==> config.mk <==
export PLATFORM = sky130hd
export DESIGN_NAME = conv14_frame_feeder
export DESIGN_NICKNAME = d
export VERILOG_FILES = /design/src/rtl/conv14_pkg.sv /design/src/rtl/conv14_byte_prefetch.sv /design/src/rtl/conv14_frame_feeder.sv
export SDC_FILE = /design/constraint.sdc
export NUM_CORES = 1
export LEC_CHECK = 0
export CELL_PAD_IN_SITES_DETAIL_PLACEMENT = 0
export CELL_PAD_IN_SITES_GLOBAL_PLACEMENT = 1
export CORE_AREA = 2 2 66 68
export DETAILED_ROUTE_END_ITERATION = 16
export DIE_AREA = 0 0 68 70
export PLACE_DENSITY_LB_ADDON = 0.1
export SYNTH_ARGS = -nofsm -noshare
export SYNTH_HDL_FRONTEND = slang
export SYNTH_SLANG_ARGS = --single-unit
==> constraint.sdc <==
create_clock -name clock -period 2.2 [get_ports clock]
set_input_delay 0.66 -clock clock [delete_from_list [all_inputs] [get_ports clock]]
set_output_delay 0.66 -clock clock [all_outputs]
set_load 0.02 [all_outputs]
==> src/rtl/conv14_pkg.sv <==
// -----------------------------------------------------------------------------
// conv14_pkg
// Shared definitions for the frame feeder that sits in front of the
// rate-1/2, K=15 convolutional encoder.
//   state_t  : feeder FSM states
//   ENC_MEM  : encoder memory (K-1); default tail and flush length
//   CNT_W    : width of the tail/flush counter (must hold ENC_MEM)
// -----------------------------------------------------------------------------
package conv14_pkg;

    typedef enum logic [1:0] {
        FLUSH = 2'd0,
        IDLE  = 2'd1,
        DATA  = 2'd2,
        TAIL  = 2'd3
    } state_t;

    localparam int ENC_MEM = 14;
    localparam int CNT_W   = $clog2(ENC_MEM + 1);

endpackage

==> src/rtl/conv14_byte_prefetch.sv <==
// -----------------------------------------------------------------------------
// conv14_byte_prefetch
// One-entry holding register on the valid/ready byte stream.
// Ports:
//   clock, rst_n   : clock, synchronous active-low reset (empties the entry)
//   i_data/i_last  : incoming byte and its end-of-frame flag
//   i_valid        : incoming byte is valid
//   i_consume      : downstream takes the stored byte this cycle
//   i_block        : refuse new bytes (feeder is flushing)
//   o_ready        : a byte offered this cycle is accepted
//   o_data/o_last  : stored byte and flag
//   o_full         : entry holds a byte
// -----------------------------------------------------------------------------
module conv14_byte_prefetch (
    input  logic       clock,
    input  logic       rst_n,
    input  logic [7:0] i_data,
    input  logic       i_last,
    input  logic       i_valid,
    input  logic       i_consume,
    input  logic       i_block,
    output logic       o_ready,
    output logic [7:0] o_data,
    output logic       o_last,
    output logic       o_full
);

    logic [7:0] r_data;
    logic       r_last;
    logic       r_full;
    logic       w_accept;

    // A consume in the same cycle frees the slot, so a new byte can land
    // while the old one leaves without a bubble.
    assign o_ready  = !i_block && (!r_full || i_consume);
    assign w_accept = i_valid && o_ready;

    always_ff @(posedge clock) begin
        if (!rst_n) begin
            r_data <= 8'h00;
            r_last <= 1'b0;
            r_full <= 1'b0;
        end else if (w_accept) begin
            r_data <= i_data;
            r_last <= i_last;
            r_full <= 1'b1;
        end else if (i_consume) begin
            r_full <= 1'b0;
        end
    end

    assign o_data = r_data;
    assign o_last = r_last;
    assign o_full = r_full;

endmodule

==> src/rtl/conv14_frame_feeder.sv <==
// -----------------------------------------------------------------------------
// conv14_frame_feeder
// Serializes payload bytes MSB-first onto the encoder input, one bit per
// clock, appends TAIL_LEN zero bits per frame and drives FLUSH_LEN zeros
// after reset so the (reset-less) encoder starts from an all-zero state.
// Ports:
//   clock, rst_n          : clock, synchronous active-low reset
//   s_data/s_valid/s_last : payload byte stream, s_ready is the handshake
//   enc_in                : registered bit to the encoder input
//   bit_valid             : enc_in belongs to a frame (payload or tail)
//   frame_start           : first payload bit of a frame
//   frame_end             : last tail bit of a frame
//   underrun              : one-cycle pulse, frame aborted for lack of data
// TAIL_LEN and FLUSH_LEN must fit the CNT_W-bit counter.
// -----------------------------------------------------------------------------
module conv14_frame_feeder
    import conv14_pkg::*;
#(
    parameter int TAIL_LEN  = ENC_MEM,
    parameter int FLUSH_LEN = ENC_MEM
) (
    input  logic       clock,
    input  logic       rst_n,
    input  logic [7:0] s_data,
    input  logic       s_valid,
    input  logic       s_last,
    output logic       s_ready,
    output logic       enc_in,
    output logic       bit_valid,
    output logic       frame_start,
    output logic       frame_end,
    output logic       underrun
);

    localparam logic [CNT_W-1:0] TAIL_LAST  = CNT_W'(TAIL_LEN);
    localparam logic [CNT_W-1:0] TAIL_PEN   = CNT_W'(TAIL_LEN - 1);
    localparam logic [CNT_W-1:0] FLUSH_LAST = CNT_W'(FLUSH_LEN - 1);

    state_t           r_state,       w_state_next;
    logic [7:0]       r_shift,       w_shift_next;
    logic [2:0]       r_bit_cnt,     w_bit_cnt_next;
    logic [CNT_W-1:0] r_cnt,         w_cnt_next;
    logic             r_cur_last,    w_cur_last_next;
    logic             r_enc_in,      w_enc_in_next;
    logic             r_bit_valid,   w_bit_valid_next;
    logic             r_frame_start, w_frame_start_next;
    logic             r_frame_end,   w_frame_end_next;
    logic             r_underrun,    w_underrun_next;

    logic       w_consume;
    logic       w_block;
    logic [7:0] w_pf_data;
    logic       w_pf_last;
    logic       w_pf_full;

    assign w_block = (r_state == FLUSH);

    conv14_byte_prefetch u_prefetch (
        .clock     (clock),
        .rst_n     (rst_n),
        .i_data    (s_data),
        .i_last    (s_last),
        .i_valid   (s_valid),
        .i_consume (w_consume),
        .i_block   (w_block),
        .o_ready   (s_ready),
        .o_data    (w_pf_data),
        .o_last    (w_pf_last),
        .o_full    (w_pf_full)
    );

    // The output registers hold the bit currently on enc_in; r_bit_cnt is
    // the index of that bit and r_cnt counts tail bits already shown (1..N)
    // or flush cycles elapsed.
    always_comb begin
        w_state_next       = r_state;
        w_shift_next       = r_shift;
        w_bit_cnt_next     = r_bit_cnt;
        w_cnt_next         = r_cnt;
        w_cur_last_next    = r_cur_last;
        w_enc_in_next      = 1'b0;
        w_bit_valid_next   = 1'b0;
        w_frame_start_next = 1'b0;
        w_frame_end_next   = 1'b0;
        w_underrun_next    = 1'b0;
        w_consume          = 1'b0;

        case (r_state)
            FLUSH: begin
                if (r_cnt == FLUSH_LAST) begin
                    w_state_next = IDLE;
                    w_cnt_next   = '0;
                end else begin
                    w_cnt_next = r_cnt + 1'b1;
                end
            end

            IDLE: begin
                if (w_pf_full) begin
                    w_state_next       = DATA;
                    w_enc_in_next      = w_pf_data[7];
                    w_shift_next       = {w_pf_data[6:0], 1'b0};
                    w_bit_cnt_next     = 3'd0;
                    w_cur_last_next    = w_pf_last;
                    w_bit_valid_next   = 1'b1;
                    w_frame_start_next = 1'b1;
                    w_consume          = 1'b1;
                end
            end

            DATA: begin
                w_bit_valid_next = 1'b1;
                if (r_bit_cnt != 3'd7) begin
                    w_enc_in_next  = r_shift[7];
                    w_shift_next   = {r_shift[6:0], 1'b0};
                    w_bit_cnt_next = r_bit_cnt + 1'b1;
                end else if (!r_cur_last && w_pf_full) begin
                    // Next byte follows directly, no bubble.
                    w_enc_in_next   = w_pf_data[7];
                    w_shift_next    = {w_pf_data[6:0], 1'b0};
                    w_bit_cnt_next  = 3'd0;
                    w_cur_last_next = w_pf_last;
                    w_consume       = 1'b1;
                end else begin
                    // End of payload, either by s_last or because the next
                    // byte did not arrive in time; both end with a clean tail.
                    w_underrun_next  = !r_cur_last;
                    w_state_next     = TAIL;
                    w_cnt_next       = CNT_W'(1);
                    w_frame_end_next = (TAIL_LEN == 1);
                end
            end

            TAIL: begin
                if (r_cnt == TAIL_LAST) begin
                    w_state_next = IDLE;
                    w_cnt_next   = '0;
                end else begin
                    w_cnt_next       = r_cnt + 1'b1;
                    w_bit_valid_next = 1'b1;
                    w_frame_end_next = (r_cnt == TAIL_PEN);
                end
            end

            default: w_state_next = FLUSH;
        endcase
    end

    always_ff @(posedge clock) begin
        if (!rst_n) begin
            r_state       <= FLUSH;
            r_shift       <= 8'h00;
            r_bit_cnt     <= 3'd0;
            r_cnt         <= '0;
            r_cur_last    <= 1'b0;
            r_enc_in      <= 1'b0;
            r_bit_valid   <= 1'b0;
            r_frame_start <= 1'b0;
            r_frame_end   <= 1'b0;
            r_underrun    <= 1'b0;
        end else begin
            r_state       <= w_state_next;
            r_shift       <= w_shift_next;
            r_bit_cnt     <= w_bit_cnt_next;
            r_cnt         <= w_cnt_next;
            r_cur_last    <= w_cur_last_next;
            r_enc_in      <= w_enc_in_next;
            r_bit_valid   <= w_bit_valid_next;
            r_frame_start <= w_frame_start_next;
            r_frame_end   <= w_frame_end_next;
            r_underrun    <= w_underrun_next;
        end
    end

    assign enc_in      = r_enc_in;
    assign bit_valid   = r_bit_valid;
    assign frame_start = r_frame_start;
    assign frame_end   = r_frame_end;
    assign underrun    = r_underrun;

endmodule

# Word level (Yosys, flattened, before mapping)

Cells that the tools add are included.

Multiply operators: 0
Reduce and logical (&&, ||, !) cells: 18
Shift-type cells: 0
Bitwise gates (word level): 3
Multiplexer cells: 35
Eq/ne operators: 13
Div/mod/pow operators: 0
$add $sub $neg: 2
Magnitude comparators: 0

Operator list:

| cell                                                          | number |
|---|---|
| 8-bit two-way mux                                             | 3 |
| 4-bit two-way mux                                             | 4 |
| 8-bit one-hot mux with 2 select lines                         | 1 |
| 1-bit two-way mux                                             | 12 |
| 4-bit one-hot mux with 3 select lines                         | 1 |
| 2-bit two-way mux                                             | 5 |
| 2-bit != test, second input constant                          | 5 |
| 3-bit two-way mux                                             | 3 |
| 4-bit equality test, second input constant                    | 2 |
| 2-bit one-hot mux with 4 select lines                         | 1 |
| 3-bit != test, second input constant                          | 2 |
| 1-bit one-hot mux with 2 select lines                         | 3 |
| 3-bit one-hot mux with 2 select lines                         | 1 |
| 3-bit AND reduction                                           | 2 |
| 5-bit AND reduction                                           | 1 |
| 4-bit by 1-bit adder with 4-bit output, second input constant | 1 |
| 2-bit equality test, second input constant                    | 2 |
| 4-bit AND reduction                                           | 1 |
| 2-bit nonzero test                                            | 2 |
| 4-bit OR reduction                                            | 1 |
| 3-bit by 1-bit adder with 3-bit output, second input constant | 1 |
| 1-bit logical AND                                             | 3 |
| 1-bit logical NOT                                             | 3 |
| 1-bit inverter                                                | 3 |
| 8 further kinds                                               | 8 |

Word-level logic and storage cells: 84
Flip-flop bits (word level): 33
Bits in writable memories: 0
Latch bits: 0
Memories: 0
ROM bits: 0
Output and inout bits: 6

# Longest topological paths before layout

Depth in word-level cells: 9
Depth in mapped cells: 7
Mapped depth without buffers: 6

# Cells and area by module

From an unflattened synthesis, not the netlist that was laid out.

Cells, all modules: 187
Area total of the unflattened synthesis: 1711.6 um2

Modules (own cells, without submodules):

| module               | seq. area each (um2) | instances | cells an instance | area each (um2) |
|---|---|---|---|---|
| conv14_frame_feeder  | 440.4                | 1         | 143               | 1295.0 |
| conv14_byte_prefetch | 200.2                | 1         | 44                | 416.6 |

# Worst setup path after synthesis

OpenSTA, ideal clock, no wires.

Path type: reg2out
From: register r_state[0]
To: output port s_ready
Path slack: 0.162 ns
Arrival time: 1.378 ns
Cell stages (with the launch flop): 5
Required time: 1.540 ns
Path through: dfxtp_1 inv_1 ha_1 nand4b_2 a31oi_1

Word-level cells in the longest chain between the ends: 4
Elaborated cells between the ends (all ways): 7

Ends and longest elaborated chain:

| item                                                                                         | RTL line                   | RTL |
|---|---|---|
| start, declared                                                                              | conv14_frame_feeder.sv:39  | `state_t r_state, w_state_next;` |
| start signal, assigned                                                                       | conv14_frame_feeder.sv:162 | `r_state <= w_state_next;` |
| 2-bit equality test / 2-bit by 1-bit equality test with 1-bit output (equally long branches) | conv14_frame_feeder.sv:88  | `case (r_state)` |
| 1-bit one-hot mux with 2 select lines                                                        | conv14_frame_feeder.sv:88  |  |
| 1-bit logical OR                                                                             | conv14_byte_prefetch.sv:35 | `assign o_ready = !i_block && (!r_full \|\| i_consume);` |
| 1-bit logical AND (*)                                                                        | conv14_byte_prefetch.sv:35 |  |
| end, declared                                                                                | conv14_frame_feeder.sv:27  | `output logic s_ready,` |

Every way passes the cells marked *; elsewhere a longest branch is shown, timed or not.

# Worst setup path after layout

Same ends and word-level chain as after synthesis.

==> metrics <==
status=completed; Clock Path Buffers=2; f_max=between 400 and 500 MHz; via count=~1300; Die Width=just under 70 um; maximum fanout count along the critical path=3; First DRT Iteration DRCs=36; Startpoint Class=flop; Diodes inserted=0; flops & latches, synth=32; power share of the clock group=39.1%; CP max-delay cell=dfxtp_1; worst hold start=u_prefetch.o_data[4]$_SDFFE_PN0P_; Die Span Y=~70 um; initial antenna violation count=0; Final Hold Viols=0; DR WL/cell=roughly 13 um; commonest non-fill, non-tap cell in the layout=dfxtp_1; Final ANT Viol Nets=0; LEAKAGE=~0.85 nW; flop2flop setup slack=around 0.12 ns; crit-path most repeated cell=buf_4; combinational share of power=5.2%; synth warn=0; Tmin final=roughly 2.1 ns; Max Cap Viol=0; root buf cell=clkbuf_8; sw frac=between 20% and 30%; # rows=24; prevailing post-synth register cell=dfxtp_1; Peak VDD IR=approximately 0.00029 V; R2R Path Start=r_state[0]$_SDFFE_PN0P_; Largest stage delay, worst path=roughly 0.32 ns; Final WS setup=roughly 0.1 ns; fill cell count=~400; layout cells sized above 1=between 15 and 20%; CORE AREA=4140 um2; clk slew on worst S/H paths=0.07 ns; DRC viols=0; Crit path arrival time=between 1 and 1.5 ns; Worst-Margin Slew=0.415 ns; setup TNS=0 ns; DR vias/cell=between 5 and 6; Psw=approximately 0.00023 W; crit-path cells=inv_2 > buf_4 > ha_1 > nand4b_2 > a31oi_1 > buf_4; HPWL after DPL=2390 um; worst skew pair latency=between 0.2 and 0.3 ns; number of enable flip-flop cells after synthesis=0; Seq pwr share=between 50% and 60%; vias in the first global route=about 1200; synthesized area=approximately 1600 um2; sequential area share after synthesis=between 40% and 50%; Hold Path Class=flop to flop; H-tree depth=2; RSZ-0062 raised after global routing=false; Pre-antenna DRT Iters=4; Initial Utilization=between 30 and 40%; Final Max Slew Viols=0; fin nets=approximately 220; Total GRT Usage=roughly 15%; worst path bufs/invs=3; Inserted Clock Buffers=5; P_int=~0.00083 W; I/O Buffers=17; Syn Nets=around 190; pin count of the biggest net entering global routing=25; Synth Instances=168; WS Path Type=flop to primary output; Top Ports=18; CTS tree=yes; first-pass GRT wire length=~5500 um; DRT Wirelength=between 3000 and 4000 um; Yosys cell types=just over 40; cell family with most CP delay=buffers and inverters; most frequent cells in the layout=dfxtp_1, nand2_1, buf_4; # setup viols final=0; Required @ worst endpoint=1.54 ns; Worst setup EP type=primary output; CP Launch Point=r_state[0]$_SDFFE_PN0P_; pre-CTS WS=-0.0999 ns; Layout area overhead=27.2%; die area=between 4000 and 5000 um2; Async SR Flop Fraction=0%; power density over cell area=approximately 540 nW/um2; GPL Wtd Cong=about 0.77; final worst path period share=a little over nine tenths; worst clock skew=between 0.004 and 0.005 ns; Max-slew headroom=approximately 72%; clock sink count=32; Remaining Overflow, GRT=0; Synth Area per Inst=just over 9 um2
synth_stat cells (2+ instances only):
master / number / area (um2)
nand3_1: 12 / 60.1
a21oi_1: 3 / 15.0
and3b_1: 2 / 17.5
nor2_1: 6 / 22.5
nor2b_1: 5 / 31.3
ha_1: 8 / 100
buf_2: 5 / 25.0
o2111a_1: 2 / 22.5
o21ai_0: 11 / 55.1
a31oi_1: 2 / 12.5
inv_1: 7 / 26.3
and3_1: 3 / 18.8
nor4_1: 2 / 12.5
nor3_1: 3 / 15.0
o31ai_1: 2 / 15.0
mux2i_1: 9 / 90.1
dfxtp_1: 32 / 641
clkbuf_1: 3 / 11.3
xnor2_1: 3 / 26.3
nand2_1: 22 / 82.6
o211a_1: 6 / 60.1
layout make-up:
type / count / area, um2 / area share, %
clock inverter: 1 / 5.00 / 0.253
inverter: 7 / 26.3 / 1.33
sequential: 32 / 641 / 32.4
clock buffer: 6 / 72.6 / 3.67
timing repair buffer: 35 / 315 / 15.9
tap: 52 / 65.1 / 3.29
multi-input combinational: 120 / 853 / 43.1
worst reg2reg max path: cells and delay by family, from the launching register on:
family,cells,cell delay [ns]
buf+inv,3,0.38
simple gates,3,0.64
compound gates,1,0.37
fa+ha+maj,1,0.22
flops,1,0.34
cell families after synthesis:
group	after synthesis	share of synthesized area (%)
compound gates	39	19.8
xor+xnor	3	1.69
fa+ha+maj	8	6.44
buf+inv	16	4.75
flops	32	41.2
mux	9	5.79
simple gates	61	20.4
worst paths after layout:
check	to	cells past startpoint
worst max-delay path	s_ready	6
worst min-delay path	u_prefetch.o_data[4]$_SDFFE_PN0P_	2
worst max register to register	r_cnt[3]$_SDFFE_PN0P_	8
worst min register to register	u_prefetch.o_data[4]$_SDFFE_PN0P_	2
per-layer routing:
metal  GRT usage (%)  part of all wire (%)
met5               0                     0
met4            5.33                   1.6
met3            4.35                   4.0
met2            24.9                    47
met1            18.6                    47
per-stage QoR:
step | utilization (%) | total power [W] | hold WS (ns) | area (um2) | instances
3_3_place_gp | 45.6 | 0.000661 | 0.447 | 1890 | 246
5_1_grt | 47.7 | 0.00111 | 0.478 | 1980 | 253
6_report | 47.7 | 0.00106 | 0.462 | 1980 | 253
4_1_cts | 47.4 | 0.00108 | 0.464 | 1960 | 253
3_5_place_dp | 45.6 | 0.000661 | 0.456 | 1890 | 246
2_1_floorplan | - | 0.000632 | 0.429 | 1560 | 168
power groups by stage:
stage | Sequential [W] | Combinational (W) | Clock, W
2_1_floorplan | 0.000604 | 0.0000281 | 0
3_3_place_gp | 0.000606 | 0.0000548 | 0
3_5_place_dp | 0.000606 | 0.0000556 | 0
4_1_cts | 0.000593 | 0.0000558 | 0.000434
5_1_grt | 0.000594 | 0.0000607 | 0.000456
6_report | 0.000593 | 0.0000554 | 0.000416
state kept, by name (all words and copies together) (netlist names):
signal and flops:
r_cur_last 1, r_state 2, u_prefetch.o_last 1, u_prefetch.o_data 8
underrun 1, frame_start 1, r_shift 7, enc_in 1
r_bit_cnt 3, frame_end 1, r_cnt 4, bit_valid 1
u_prefetch.o_full 1
repair_timing:
action	4_1_cts	5_1_grt
setup endpoints to repair	1	1
hold buffers	0	0
setup buffers	0	0
resized for setup	5	3
(Power assumes the default switching activity.)
